===== src/rtl/stream_add_ctrl_if.sv =====
// AXI4-Lite control bus between the host and the stream-add control block.
// Groups the five AXI-Lite channels (AW, W, B, AR, R) into one bundle.
//   master : host side, drives addresses, write data and response readies.
//   slave  : register block side, drives channel readies and responses.
interface stream_add_ctrl_if #(
    parameter int ADDR_W = 5,
    parameter int DATA_W = 32
);
    logic [ADDR_W-1:0]   awaddr;
    logic                awvalid;
    logic                awready;
    logic [DATA_W-1:0]   wdata;
    logic [DATA_W/8-1:0] wstrb;
    logic                wvalid;
    logic                wready;
    logic [1:0]          bresp;
    logic                bvalid;
    logic                bready;
    logic [ADDR_W-1:0]   araddr;
    logic                arvalid;
    logic                arready;
    logic [DATA_W-1:0]   rdata;
    logic [1:0]          rresp;
    logic                rvalid;
    logic                rready;

    modport master (
        output awaddr, awvalid, wdata, wstrb, wvalid, bready, araddr, arvalid, rready,
        input  awready, wready, bresp, bvalid, arready, rdata, rresp, rvalid
    );

    modport slave (
        input  awaddr, awvalid, wdata, wstrb, wvalid, bready, araddr, arvalid, rready,
        output awready, wready, bresp, bvalid, arready, rdata, rresp, rvalid
    );
endinterface


===== src/rtl/stream_add_ctrl.sv =====
// AXI4-Lite control slave and run sequencer for the stream-add kernel.
// Holds the host register map, drives the kernel start handshake, latches the
// element count for each run, counts output data beats and raises interrupt.
// Ports:
//   ap_clk, ap_rst_n         clock, synchronous active-low reset
//   s_axi_control            AXI4-Lite slave (host control port)
//   interrupt                level interrupt to the host
//   k_ap_start               start request to the kernel
//   k_ap_ready/done/idle     kernel status
//   k_n                      element count, stable for the whole run
//   c_TVALID/TREADY/TLAST    passive tap on the kernel output stream
module stream_add_ctrl #(
    parameter int ADDR_W = 5,
    parameter int DATA_W = 32
) (
    input  logic                    ap_clk,
    input  logic                    ap_rst_n,
    stream_add_ctrl_if.slave        s_axi_control,
    output logic                    interrupt,
    output logic                    k_ap_start,
    input  logic                    k_ap_ready,
    input  logic                    k_ap_done,
    input  logic                    k_ap_idle,
    output logic [63:0]             k_n,
    input  logic                    c_TVALID,
    input  logic                    c_TREADY,
    input  logic                    c_TLAST
);
    localparam logic [ADDR_W-1:0] ADDR_CTRL  = ADDR_W'(8'h00);
    localparam logic [ADDR_W-1:0] ADDR_GIE   = ADDR_W'(8'h04);
    localparam logic [ADDR_W-1:0] ADDR_IER   = ADDR_W'(8'h08);
    localparam logic [ADDR_W-1:0] ADDR_ISR   = ADDR_W'(8'h0C);
    localparam logic [ADDR_W-1:0] ADDR_N_LO  = ADDR_W'(8'h10);
    localparam logic [ADDR_W-1:0] ADDR_N_HI  = ADDR_W'(8'h14);
    localparam logic [ADDR_W-1:0] ADDR_BEATS = ADDR_W'(8'h18);

    typedef enum logic [1:0] {W_IDLE, W_DATA, W_RESP} wr_state_t;
    typedef enum logic       {R_IDLE, R_DATA}         rd_state_t;

    // Registers are word-addressed; the byte offset inside a word is ignored.
    function automatic logic [ADDR_W-1:0] word_addr(input logic [ADDR_W-1:0] a);
        return a & ~ADDR_W'(3);
    endfunction

    wr_state_t          wr_state, wr_state_nxt;
    rd_state_t          rd_state, rd_state_nxt;
    logic [ADDR_W-1:0]  wr_addr;

    logic               gie;
    logic [1:0]         ier;
    logic [1:0]         isr, isr_nxt;
    logic [31:0]        n_lo, n_hi;
    logic [31:0]        beats;
    logic               auto_restart;
    logic               sts_done, sts_ready, sts_idle;

    logic               aw_hs, w_commit, ar_hs;
    logic [DATA_W-1:0]  wmask;
    logic               wr_ctrl, wr_gie, wr_ier, wr_isr, wr_nlo, wr_nhi;
    logic               start_req, ctrl_rd, beat;
    logic [DATA_W-1:0]  rd_mux;

    // ---------------------------------------------------------------- FSMs
    // NOTE: sequential state uses non-blocking assignments so every flop
    // samples the pre-edge value of every other flop, regardless of order.
    always_ff @(posedge ap_clk) begin
        if (!ap_rst_n) begin
            wr_state <= W_IDLE;
            rd_state <= R_IDLE;
        end else begin
            wr_state <= wr_state_nxt;
            rd_state <= rd_state_nxt;
        end
    end

    // NOTE: every signal driven here gets a default first; a missed branch
    // would otherwise hold its value and infer a latch.
    always_comb begin
        wr_state_nxt          = wr_state;
        s_axi_control.awready = 1'b0;
        s_axi_control.wready  = 1'b0;
        s_axi_control.bvalid  = 1'b0;
        case (wr_state)
            W_IDLE: begin
                s_axi_control.awready = 1'b1;
                if (s_axi_control.awvalid) wr_state_nxt = W_DATA;
            end
            W_DATA: begin
                s_axi_control.wready = 1'b1;
                if (s_axi_control.wvalid) wr_state_nxt = W_RESP;
            end
            W_RESP: begin
                s_axi_control.bvalid = 1'b1;
                if (s_axi_control.bready) wr_state_nxt = W_IDLE;
            end
            default: wr_state_nxt = W_IDLE;
        endcase
    end

    always_comb begin
        rd_state_nxt          = rd_state;
        s_axi_control.arready = 1'b0;
        s_axi_control.rvalid  = 1'b0;
        case (rd_state)
            R_IDLE: begin
                s_axi_control.arready = 1'b1;
                if (s_axi_control.arvalid) rd_state_nxt = R_DATA;
            end
            R_DATA: begin
                s_axi_control.rvalid = 1'b1;
                if (s_axi_control.rready) rd_state_nxt = R_IDLE;
            end
            default: rd_state_nxt = R_IDLE;
        endcase
    end

    assign s_axi_control.bresp = 2'b00;
    assign s_axi_control.rresp = 2'b00;

    // ------------------------------------------------------- write decode
    assign aw_hs    = (wr_state == W_IDLE) && s_axi_control.awvalid;
    assign w_commit = (wr_state == W_DATA) && s_axi_control.wvalid;
    assign ar_hs    = (rd_state == R_IDLE) && s_axi_control.arvalid;

    always_comb begin
        wmask = '0;
        for (int b = 0; b < DATA_W / 8; b++) begin
            wmask[b*8 +: 8] = {8{s_axi_control.wstrb[b]}};
        end
    end

    assign wr_ctrl = w_commit && (word_addr(wr_addr) == ADDR_CTRL);
    assign wr_gie  = w_commit && (word_addr(wr_addr) == ADDR_GIE);
    assign wr_ier  = w_commit && (word_addr(wr_addr) == ADDR_IER);
    assign wr_isr  = w_commit && (word_addr(wr_addr) == ADDR_ISR);
    assign wr_nlo  = w_commit && (word_addr(wr_addr) == ADDR_N_LO);
    assign wr_nhi  = w_commit && (word_addr(wr_addr) == ADDR_N_HI);

    // A start write during a run is dropped rather than queued.
    assign start_req = wr_ctrl && s_axi_control.wstrb[0] && s_axi_control.wdata[0] && !k_ap_start;
    assign ctrl_rd   = ar_hs && (word_addr(s_axi_control.araddr) == ADDR_CTRL);
    assign beat      = c_TVALID && c_TREADY && !c_TLAST;

    // Host toggle is applied first, then kernel events OR in, so a
    // simultaneous event is never lost to a host acknowledge.
    always_comb begin
        isr_nxt = isr;
        if (wr_isr && s_axi_control.wstrb[0]) isr_nxt = isr ^ s_axi_control.wdata[1:0];
        isr_nxt = isr_nxt | ({k_ap_ready, k_ap_done} & ier);
    end

    always_comb begin
        rd_mux = '0;
        case (word_addr(s_axi_control.araddr))
            ADDR_CTRL:  rd_mux = DATA_W'({auto_restart, 3'b000, sts_ready, sts_idle, sts_done, k_ap_start});
            ADDR_GIE:   rd_mux = DATA_W'(gie);
            ADDR_IER:   rd_mux = DATA_W'(ier);
            ADDR_ISR:   rd_mux = DATA_W'(isr);
            ADDR_N_LO:  rd_mux = n_lo;
            ADDR_N_HI:  rd_mux = n_hi;
            ADDR_BEATS: rd_mux = beats;
            default:    rd_mux = '0;
        endcase
    end

    // ------------------------------------------------ registers and run
    always_ff @(posedge ap_clk) begin
        if (!ap_rst_n) begin
            wr_addr             <= '0;
            gie                 <= 1'b0;
            ier                 <= 2'b00;
            isr                 <= 2'b00;
            n_lo                <= '0;
            n_hi                <= '0;
            beats               <= '0;
            auto_restart        <= 1'b0;
            sts_done            <= 1'b0;
            sts_ready           <= 1'b0;
            sts_idle            <= 1'b0;
            k_ap_start          <= 1'b0;
            k_n                 <= '0;
            interrupt           <= 1'b0;
            s_axi_control.rdata <= '0;
        end else begin
            if (aw_hs) wr_addr <= s_axi_control.awaddr;

            if (wr_gie && s_axi_control.wstrb[0]) gie          <= s_axi_control.wdata[0];
            if (wr_ier && s_axi_control.wstrb[0]) ier          <= s_axi_control.wdata[1:0];
            if (wr_ctrl && s_axi_control.wstrb[0]) auto_restart <= s_axi_control.wdata[7];
            if (wr_nlo) n_lo <= (n_lo & ~wmask) | (s_axi_control.wdata & wmask);
            if (wr_nhi) n_hi <= (n_hi & ~wmask) | (s_axi_control.wdata & wmask);

            isr <= isr_nxt;

            // Set beats clear-on-read when both land in the same cycle.
            sts_done  <= k_ap_done  | (sts_done  & ~ctrl_rd);
            sts_ready <= k_ap_ready | (sts_ready & ~ctrl_rd);
            sts_idle  <= k_ap_idle;

            if (start_req) begin
                k_ap_start <= 1'b1;
                k_n        <= {n_hi, n_lo};
            end else if (k_ap_start && k_ap_ready && !auto_restart) begin
                k_ap_start <= 1'b0;
            end

            if (start_req)                beats <= '0;
            else if (beat && beats != '1) beats <= beats + 32'd1;

            interrupt <= gie & (|(isr & ier));

            if (ar_hs) s_axi_control.rdata <= rd_mux;
        end
    end
endmodule


===== src/flat_wrapper.sv =====
// flat-port wrapper written by rule: the top's interface ports become plain ports
module stream_add_ctrl_flat 
#(
    parameter int ADDR_W = 5,
    parameter int DATA_W = 32
)
  (ap_clk, ap_rst_n, interrupt, k_ap_start, k_ap_ready, k_ap_done, k_ap_idle, k_n, c_TVALID, c_TREADY, c_TLAST, s_axi_control_awaddr, s_axi_control_awvalid, s_axi_control_wdata, s_axi_control_wstrb, s_axi_control_wvalid, s_axi_control_bready, s_axi_control_araddr, s_axi_control_arvalid, s_axi_control_rready, s_axi_control_awready, s_axi_control_wready, s_axi_control_bresp, s_axi_control_bvalid, s_axi_control_arready, s_axi_control_rdata, s_axi_control_rresp, s_axi_control_rvalid);
  stream_add_ctrl_if #(.ADDR_W(ADDR_W), .DATA_W(DATA_W)) s_axi_control_i ();
  input  logic ap_clk;
  input  logic ap_rst_n;
  output logic interrupt;
  output logic k_ap_start;
  input  logic k_ap_ready;
  input  logic k_ap_done;
  input  logic k_ap_idle;
  output logic [63:0] k_n;
  input  logic c_TVALID;
  input  logic c_TREADY;
  input  logic c_TLAST;
  input wire logic [$bits(s_axi_control_i.awaddr)-1:0] s_axi_control_awaddr;
  input wire logic [$bits(s_axi_control_i.awvalid)-1:0] s_axi_control_awvalid;
  input wire logic [$bits(s_axi_control_i.wdata)-1:0] s_axi_control_wdata;
  input wire logic [$bits(s_axi_control_i.wstrb)-1:0] s_axi_control_wstrb;
  input wire logic [$bits(s_axi_control_i.wvalid)-1:0] s_axi_control_wvalid;
  input wire logic [$bits(s_axi_control_i.bready)-1:0] s_axi_control_bready;
  input wire logic [$bits(s_axi_control_i.araddr)-1:0] s_axi_control_araddr;
  input wire logic [$bits(s_axi_control_i.arvalid)-1:0] s_axi_control_arvalid;
  input wire logic [$bits(s_axi_control_i.rready)-1:0] s_axi_control_rready;
  output wire logic [$bits(s_axi_control_i.awready)-1:0] s_axi_control_awready;
  output wire logic [$bits(s_axi_control_i.wready)-1:0] s_axi_control_wready;
  output wire logic [$bits(s_axi_control_i.bresp)-1:0] s_axi_control_bresp;
  output wire logic [$bits(s_axi_control_i.bvalid)-1:0] s_axi_control_bvalid;
  output wire logic [$bits(s_axi_control_i.arready)-1:0] s_axi_control_arready;
  output wire logic [$bits(s_axi_control_i.rdata)-1:0] s_axi_control_rdata;
  output wire logic [$bits(s_axi_control_i.rresp)-1:0] s_axi_control_rresp;
  output wire logic [$bits(s_axi_control_i.rvalid)-1:0] s_axi_control_rvalid;
  assign s_axi_control_i.awaddr = s_axi_control_awaddr;
  assign s_axi_control_i.awvalid = s_axi_control_awvalid;
  assign s_axi_control_i.wdata = s_axi_control_wdata;
  assign s_axi_control_i.wstrb = s_axi_control_wstrb;
  assign s_axi_control_i.wvalid = s_axi_control_wvalid;
  assign s_axi_control_i.bready = s_axi_control_bready;
  assign s_axi_control_i.araddr = s_axi_control_araddr;
  assign s_axi_control_i.arvalid = s_axi_control_arvalid;
  assign s_axi_control_i.rready = s_axi_control_rready;
  assign s_axi_control_awready = s_axi_control_i.awready;
  assign s_axi_control_wready = s_axi_control_i.wready;
  assign s_axi_control_bresp = s_axi_control_i.bresp;
  assign s_axi_control_bvalid = s_axi_control_i.bvalid;
  assign s_axi_control_arready = s_axi_control_i.arready;
  assign s_axi_control_rdata = s_axi_control_i.rdata;
  assign s_axi_control_rresp = s_axi_control_i.rresp;
  assign s_axi_control_rvalid = s_axi_control_i.rvalid;
  stream_add_ctrl #(.ADDR_W(ADDR_W), .DATA_W(DATA_W)) u_core (.ap_clk(ap_clk), .ap_rst_n(ap_rst_n), .s_axi_control(s_axi_control_i), .interrupt(interrupt), .k_ap_start(k_ap_start), .k_ap_ready(k_ap_ready), .k_ap_done(k_ap_done), .k_ap_idle(k_ap_idle), .k_n(k_n), .c_TVALID(c_TVALID), .c_TREADY(c_TREADY), .c_TLAST(c_TLAST));
endmodule

===== config.mk =====
export PLATFORM = sky130hd
export DESIGN_NAME = stream_add_ctrl_flat
export DESIGN_NICKNAME = d
export VERILOG_FILES = /design/src/rtl/stream_add_ctrl_if.sv /design/src/rtl/stream_add_ctrl.sv /design/src/flat_wrapper.sv
export SDC_FILE = /design/constraint.sdc
export NUM_CORES = 1
export LEC_CHECK = 0
export ABC_AREA = 1
export CORE_MARGIN = 5
export CORE_UTILIZATION = 53
export DETAILED_ROUTE_END_ITERATION = 16
export GPL_ROUTABILITY_DRIVEN = 0
export PLACE_DENSITY = 0.9
export SYNTH_ARGS = -nofsm -noshare
export SYNTH_HDL_FRONTEND = slang
export SYNTH_SLANG_ARGS = --single-unit

===== constraint.sdc =====
create_clock -name ap_clk -period 1.8 [get_ports ap_clk]
set_input_delay 0.36 -clock ap_clk [delete_from_list [all_inputs] [get_ports ap_clk]]
set_output_delay 0.36 -clock ap_clk [all_outputs]
set_load 0.01 [all_outputs]

* Word-level counts from Yosys, hierarchy flattened
Cells that the tools add are included.
W data, S select, Z words.
** Storage, ports and cells
- Output and inout bits :: 107
- Word-level logic and storage cells :: 100
- Register bits :: 211
- Bits of input ports :: 59
** Cells by class
- Equality and inequality tests :: 17
- Multiplexer cells :: 16
- Add/sub/neg operators :: 1
- Bitwise logic cells :: 18
- Reduce and logical (&&, ||, !) cells :: 31
** Operators with widths (number)
- $pmux W32 S7 :: 1
- $and A32 B32 Y32 :: 3
- $or A32 B32 Y32 :: 2
- $add A32 B1 Y32 const B :: 1
- $ne A32 B32 Y1 const B :: 1
- $not A32 Y32 :: 1
- $logic_and A1 B1 Y1 :: 21
- $eq A3 B3 Y1 const B :: 5
- $eq A3 B2 Y1 const B :: 4
- $logic_not A5 Y1 :: 2
- $mux W1 :: 9
- $mux W2 :: 4
- $eq A3 B1 Y1 const B :: 2
- $ne A2 B2 Y1 const B :: 3
- $pmux W2 S3 :: 1
- $and A2 B2 Y2 :: 2
- $reduce_or A2 Y1 :: 2
- $and A1 B1 Y1 :: 3
- $logic_not A1 Y1 :: 3
- $not A1 Y1 :: 3
- $reduce_and A3 Y1 :: 1
- $eq A2 B1 Y1 const B :: 1
- $eq A2 B2 Y1 const B :: 1
- $logic_not A2 Y1 :: 1
- other kinds (5) :: 6

* Depth between registers and ports, before layout
- Word-level depth :: 7
- Depth in mapped cells :: 10
- Mapped depth without buffers :: 10

* Least setup slack after synthesis
No wires, ideal clock.
- Path type :: register to register
- Start :: register u_core.beats[1]
- End :: register u_core.beats[20]
- Clock period less this slack :: 1.572 ns
- Slack :: 0.228 ns
- Data required time :: 1.685 ns
- Path buffers :: 1
- Stages on the path, launching flop included :: 10
- Data arrival time :: 1.457 ns
- Setup time :: 0.115 ns
- Cell sequence :: dfxtp_1 ha_1 nand3_2 inv_1 nand2_1 nor2_4 nand3_4 buf_2 a21oi_1 nor2_1
** On the way
- Longest elaborated chain between the ends :: 2
- Elaborated cells between the ends (all ways) :: 3
- Those cells by class :: add/sub (1); eq/ne (1); reduce/logical (1)
** Ends and longest elaborated chain
- start: declaration :: line stream_add_ctrl.sv:53 : logic [31:0] beats;
- start signal: assignment :: line stream_add_ctrl.sv:208 : else if (beat && beats != '1) beats <= beats + 32'd1;
- parallel branches: the longest is 2 deep, another holds $add A32 B1 Y32
Several ways; the timed one is not identified.
A chain may end at the register's enable or synchronous reset.

* Worst setup path in the final report
- Start :: register u_core.s_axi_control.rdata[27]
- End :: output port s_axi_control_rdata[27]
** RTL lines
- start: declaration :: line stream_add_ctrl_if.sv:34 : output awready, wready, bresp, bvalid, arready, rdata, rresp, rvalid
- start signal: assignment :: line stream_add_ctrl.sv:212 : if (ar_hs) s_axi_control.rdata <= rd_mux;
- end: declaration :: line flat_wrapper.sv:34 : output wire logic [$bits(s_axi_control_i.rdata)-1:0] s_axi_control_rdata;
No word-level cell between the ends.

==> key figures <==
Clocking
  – Root Driver: clkbuf_16
  – CTS max path bufs: 3
  – Clk Latency, worst-skew pair: 0.51 ns
  – CTS tree: done
  – # clock sinks: 209
  – CTS HTree Levels: 1
  – Clock slew at reported path FFs: ~0.070 ns
  – Cts bufs inserted: 22

Placed design
  – PortBufs: 157
  – Dpl cell area: between 10000 and 15000 sq um
  – DPL Wire Length: 20700 microns
  – Setup WS pre-CTS: -0.358 ns

Worst hold path
  – Hold WC Path Type: input port to flip-flop
  – Hold Path Depth: 3

STA
  – Slew Viols, Final: 0
  – Final hold slack: about 0.38 ns
  – Final hold viol count: 0
  – Setup violators final: 0
  – Fin crit period: between 1.5 and 2 ns
  – Skew final: 0.0152 ns
  – Max Freq: 557 MHz
  – Final WS setup: 0.00567 ns
  – Final worst-path cycle share: 99.7%

Global routing
  – GR Overflow Total: 0
  – First-pass GRT wire length: 46400 microns
  – Vias in the first global route: 9227
  – Largest net degree at the start of global routing: 46
  – Initial antenna violation count: 1
  – GRT Total Usage: roughly 28%

Floorplan
  – Die area: 20000 sq um
  – Die W: 141 microns
  – Die height: approximately 140 microns
  – Core area: 17100 sq um
  – Initial Utilization: 53.4%
  – Cell Rows: 48
  – Io pins: 166

Drt
  – Final ANT Viol Nets: 0
  – First-pass detailed-route iteration total: 14
  – Vias per Instance: 5.84
  – DR iter-0 viols: between 1500 and 2000
  – DR WL met3: 3570 microns
  – Final wirelength: 30700 microns
  – Met2 routed WL: 14000 microns
  – Top Metal Used: met4
  – Met1 WL: 11500 microns
  – # DRC: 0
  – Vias: 9871
  – Average wire per standard cell: 18.2 microns

Setup path
  – Cell depth of the worst setup path: 1
  – CP startpoint kind: flip-flop
  – Slowest cell on the critical path: clkdlybuf4s50_1
  – Worst setup EP type: output pin
  – Reg2Reg Depth: 7
  – Worst Path Buf+Inv: 1
  – Worst-path cell chain: clkdlybuf4s50_1
  – CP required: 1.44 ns
  – Peak fanout along the critical path: 2
  – WP data arrival: 1.43 ns
  – Critical setup path kind: flip-flop to output pin
  – Crit path max-delay family: buffers and inverters
  – Worst stage delay on the critical path: approximately 0.56 ns

Layout
  – Filler cell count: around 1200
  – Area growth syn-to-layout: 33.7%
  – Multi-input gate area: about 4300 sq um
  – Share of layout cells above drive strength 1: 12.9%
  – Post-route cell area: 12200 sq um
  – Nets: 1508
  – FF+latch area: roughly 4200 sq um

Power and ir drop
  – Total power: 10.3 mW
  – Cell Int Power: 8.02 mW
  – Flop pwr share: 45.4%
  – NetSw: 2.32 mW
  – Leakage: 4.81 nW
  – Comb power frac: 6.1%
  – Clock Power Share: 48.5%
  – Pwr dens: 846 nW/um^2
  – Maximum VDD drop: between 600 and 700 uV
  – Switching share of total power: 22.5%

Synthesis
  – Cells after synthesis: 1254
  – Seq cells post-synth: 209
  – Post-synth top flop: dfxtp_1
  – Leading post-synthesis cells by cell area: dfxtp_1, nand2_1, a21oi_1
  – Largest area contributor in the netlist: dfxtp_1
  – Mapped Area: approximately 9000 sq um
  – Post-synth EDFFs: 0
  – Synth warn: 0
  – Syn Area/Cell: 7.29 sq um
  – Share of the synthesized area in the top cell type: 45.8%
  – Synth async-reset ratio: 0%
  – Distinct cells, synth: 40
  – Post-synthesis sequential area ratio: between 40 and 50%

Run status
  – Status: finished, final reports clean

Job
  – MaxCap Viol Count: 0
[power by group through the flow]
| stage | clock network, mW | registers (mW) | logic, mW |
|---|---|---|---|
| 2_1_floorplan | 0 | 4.80 | 0.280 |
| 3_3_place_gp | 0 | 4.80 | 0.599 |
| 3_5_place_dp | 0 | 4.80 | 0.610 |
| 4_1_cts | 5.00 | 4.70 | 0.610 |
| 5_1_grt | 5.21 | 4.70 | 0.672 |
| 6_report | 5.02 | 4.70 | 0.632 |
[repair_timing]
| action | 4_1_cts | 5_1_grt |
|---|---|---|
| gates cloned | 0 | 2 |
| hold buffers | 0 | 0 |
| pin swaps | 0 | 3 |
| endpoints found under the setup margin | 13 | 53 |
| setup buffers | 0 | 1 |
| resized for setup | 17 | 35 |
| hold endpoints to repair | 0 | 0 |
[worst min-delay path, delay by kind of cell]
family          cells  cell delay, ns
buf+inv             2            0.33
compound gates      1            0.14
[logic make-up after synthesis]
logic type	count (synthesis)	share of synthesized area [%]
buf+inv	165	7.91
xor+xnor	10	0.958
simple gates	557	25.6
flops	209	45.8
fa+ha+maj	1	0.137
compound gates	311	19.6
other cells	1	0.0410
[final cells by class]
cell class	count	share of cell area (%)
clock inverter	14	1.66
timing repair buffer	225	18.4
inverter	105	3.22
sequential	209	34.3
antenna	1	0.0205
clock buffer	26	4.88
tap	225	2.30
multi-input combinational	885	35.2
[cell usage after synthesis, drive strengths merged, types with 2 or more instances]
cell type,number
clkbuf,32
o211ai,13
and2,3
o21ai,112
nand3,40
xnor2,2
a21oi,166
a211oi,4
o221ai,12
nand2,339
buf,28
xor2,8
nand3b,4
inv,105
nor2,151
nor3,8
dfxtp,209
nand4,10
o22ai,2
[cell usage in the layout (no fill, tap or decap), types with 7 or more instances in the layout]
cell type	n
nand2_2	9
o21ai_1	31
buf_4	57
clkdlybuf4s50_1	124
nand4_1	10
o21ai_0	81
clkbuf_16	23
nor2_1	142
o211ai_1	13
xor2_1	8
inv_2	8
dfxtp_1	203
a21oi_2	38
o221ai_1	12
a21oi_1	128
nand3_1	35
dlygate4sd2_1	12
dlymetal6s2s_1	20
nor2_4	7
buf_12	11
inv_1	97
nand2_1	329
[stage by stage]
step / TNS (ns) / util (%) / std cells
final: 0 / 71.4 / 1690
after detailed placement: -30.68 / 66.1 / 1646
after floorplan: 0 / - / 1257
after global placement: -25.04 / 66.1 / 1646
after global routing: -0.0223 / 71.4 / 1690
after CTS: 0 / 70.7 / 1686
[final timing paths]
path,from,endpoint,slack [ns]
worst max-delay path,u_core.s_axi_control.rdata[27],s_axi_control_rdata[27],0.006
worst min-delay path,ap_rst_n,u_core.k_ap_start,0.38
worst max register to register,u_core.beats[8],u_core.beats[31],0.07
worst min register to register,u_core.k_n[36],u_core.k_n[36],0.46
[metal layers]
metal  vias to the layer above  track usage, %
met1                      4493            36.7
met4                         0            11.5
li1                       4474               -
met5                         -               0
met2                       731            46.0
met3                       173            5.76
No activity file was read; power rests on OpenSTA's default activity.
==> patch (same settings) <==
Put one more register stage on the output `interrupt`, cleared by the reset. The value now appears one clock later. The other outputs are not delayed to match.
--- a/src/rtl/stream_add_ctrl.sv
+++ b/src/rtl/stream_add_ctrl.sv
@@ -38,4 +38,6 @@
     typedef enum logic       {R_IDLE, R_DATA}         rd_state_t;
 
+    logic interrupt_s0;
+
     // Registers are word-addressed; the byte offset inside a word is ignored.
     function automatic logic [ADDR_W-1:0] word_addr(input logic [ADDR_W-1:0] a);
@@ -180,5 +182,5 @@
             k_ap_start          <= 1'b0;
             k_n                 <= '0;
-            interrupt           <= 1'b0;
+            interrupt_s0        <= 1'b0;
             s_axi_control.rdata <= '0;
         end else begin
@@ -208,9 +210,17 @@
             else if (beat && beats != '1) beats <= beats + 32'd1;
 
-            interrupt <= gie & (|(isr & ier));
+            interrupt_s0 <= gie & (|(isr & ier));
 
             if (ar_hs) s_axi_control.rdata <= rd_mux;
         end
     end
+    always_ff @(posedge ap_clk) begin
+        if (!ap_rst_n) begin
+            interrupt <= '0;
+        end else begin
+            interrupt <= interrupt_s0;
+        end
+    end
+
 endmodule
 
Function: changed (a bounded check fails within 10 cycles, from zero or initial values and one cycle with ap_rst_n low).
==> patch against the original RTL <==
The run now ends with setup timing left; power fell by 11%; sequential share of layout area rose by 0.90 points; clock skew rose by 0.0013 ns; setup slack got worse by 0.015 ns; area after synthesis fell by 1.1%; routed wire length fell by 4.9%; cell area fell by 2.2%; combinational power fell by 2%; sequential cell count rose by 1.
==> patch: results (changes against the original RTL) <==
CTS
  • Clock Latency Late Sink: 0.50 ns
  • Clock tree root buffer cell: clkbuf_16
  • Number of levels the H-tree was split into: 1 (unchanged)
  • Number of buffers between clock root and the deepest sink: 3 (unchanged)
  • Clock buffers created by TritonCTS: 21 (-4.5%)
  • Clock transition at the registers of the reported paths: 0.06 ns
  • Number of setup buffers added after CTS: 0 (unchanged)

Cells and area
  • Antenna cells: 0 (-1)
  • Share of post-route cells with drive strength above 1: 0.09527 (-0.03383)
  • Final layout net count: 1574 (+4.4%)
  • Fill cell instance count of the final layout: 1155 (-4.1%)

Logic synthesis
  • Post-synth cell types: 29 (-28%)
  • List of most frequent post-synthesis cells: nand2_1 (348), dfxtp_1 (210), nor2_1 (192)
  • Post-synth ARST share: 0 (unchanged)
  • Synth area leaders: dfxtp_1 (46%), nand2_1 (14%), nor2_1 (8.0%)
  • Seq/Total Area, Yosys: 0.4649 (+0.007342)
  • Yosys synthesis warning count: 0 (unchanged)

Global routing
  • Number of global-route vias before repair: 9516 (+3.1%)
  • Met3 GRT Util: 0.06434 (+0.006707)
  • M1 GR Usage: 0.3548 (-0.01193)
  • Largest net degree at the start of global routing: 67 (+46%)
  • Met2 track demand over resource in global routing: 0.4652 (+0.004725)
  • Antenna violations before repair: 1 (unchanged)
  • Wire length of the first global-routing pass: 46550 um (+0.30%)
  • Gr usage total: 0.2826 (about the same)

Worst hold path
  • Worst hold path type: in2reg

STA
  • Final hold slack: 0.3468 ns (-0.03011 ns)
  • Largest clock skew in the final design: 0.01654 ns (+0.001325 ns)
  • Setup violators final: 1 (+1)
  • Final worst slack: -0.009732 ns (-0.01540 ns)

Route
  • DRC violation total after the first TritonRoute iteration: 1092 (-31%)
  • Detailed-router iteration count before antenna repair: 6 (-8)
  • Total Wirelength: 29180 um (-4.9%)
  • Mean number of vias per cell: 5.681 (-2.7%)

Placement
  • Total half-perimeter wirelength after legalization and detailed placement: 20630 um (-0.34%)
  • IO buf count: 157 (unchanged)

Worst setup path
  • Endpoint of the lowest-slack register-to-register path: u_core.beats[29]$_SDFFE_PP0P_
  • Depth of the worst register-to-register path: 11 (+4)
  • Critical register-to-register path startpoint: u_core.beats[0]$_SDFFE_PP0P_
  • Capturing element of the worst setup path: k_n[12]
  • Minimum setup slack among reg-to-reg paths: 0.08 ns
  • Required time at the endpoint of the critical path: 1.44 ns (about the same)
  • Maximum fanout count along the critical path: 2 (unchanged)
  • Kind of cell adding the most delay to the critical path: buffers and inverters
  • Max stage delay on crit path: 0.56 ns (about the same)
  • CP startpoint: u_core.k_n[12]$_SDFFE_PN0P_
  • Max stage delay cell, worst path: clkdlybuf4s50_1

Pwr
  • Leak Pwr: 4.732 nW (-1.6%)
  • Max VDD drop: 0.7839 mV (+18%)

Outcome
  • Run status: finished with violations
  • Violations in the final reports: setup timing
-- patch: worst min-delay path, delay by kind of cell --
| family | cells | cell delay (ns) |
|---|---|---|
| buf+inv | 2 | 0.30 |
| compound gates | 1 | 0.14 |
-- patch: worst min path at each step --
stage,depth (start not counted),end,start
after global placement,2,u_core.interrupt$_SDFF_PN0_,u_core.interrupt_s0$_SDFF_PN0_
after global routing,3,u_core.k_n[40]$_SDFFE_PN0P_,ap_rst_n
after CTS,3,u_core.s_axi_control.rdata[12]$_SDFFE_PN0N_,ap_rst_n
final,3,u_core.s_axi_control.rdata[14]$_SDFFE_PN0N_,ap_rst_n
after detailed placement,2,u_core.interrupt$_SDFF_PN0_,u_core.interrupt_s0$_SDFF_PN0_
after floorplan,2,u_core.interrupt$_SDFF_PN0_,u_core.interrupt_s0$_SDFF_PN0_
-- patch: cells by family after synthesis --
logic type                 after synthesis  synth area share
AOI/OAI and AO/OA                      246            0.1425
xor gates and xnor gates                 3          0.002906
adders and majority gates                1          0.001383
buffers and inverters                  161           0.07500
DFF                                    210            0.4649
other                                    1         0.0004147
and+or+nand+nor                        690            0.3129
-- patch: metal layers --
metal  share of wire  vias to the layer above  routed length, um
met5         0.00038                        -                 11
met4           0.042                        2               1217
met3            0.11                      120               3120
met2            0.46                      595              13510
met1            0.39                     4513              11320
li1                -                     4666                  -
-- patch: per-stage QoR --
stage	setup TNS (ns)	cells	setup slack, ns	instance area [sq um]
6_report	-0.009732	1742	-0.009732	11960
5_1_grt	-0.05383	1742	-0.01883	11960
4_1_cts	0	1742	0.0004822	11890
3_5_place_dp	-24.99	1711	-0.2469	11310
3_3_place_gp	-18.23	1711	-0.2119	11310
2_1_floorplan	0	1315	0.1722	9054
-- patch: what timing repair did --
action                                  CTS  global route
cloned                                    0             0
endpoints found under the setup margin    8            56
resized for setup                         8            31
-- patch: layout make-up --
| class | instances | area [sq um] | area share |
|---|---|---|---|
| clock buffer | 27 | 558.0 | 0.04667 |
| clock inverter | 4 | 26.28 | 0.002197 |
| inverter | 93 | 349.1 | 0.02919 |
| multi-input combinational | 944 | 4213 | 0.3523 |
| sequential | 210 | 4209 | 0.3520 |
| tap | 220 | 275.3 | 0.02302 |
| timing repair buffer | 244 | 2327 | 0.1946 |
-- patch: where the power goes --
part / internal, mW / switching (mW) / total, mW
clock network: 2.17 / 1.76 / 3.93
registers: 4.68 / 0.0202 / 4.70
logic: 0.250 / 0.367 / 0.617
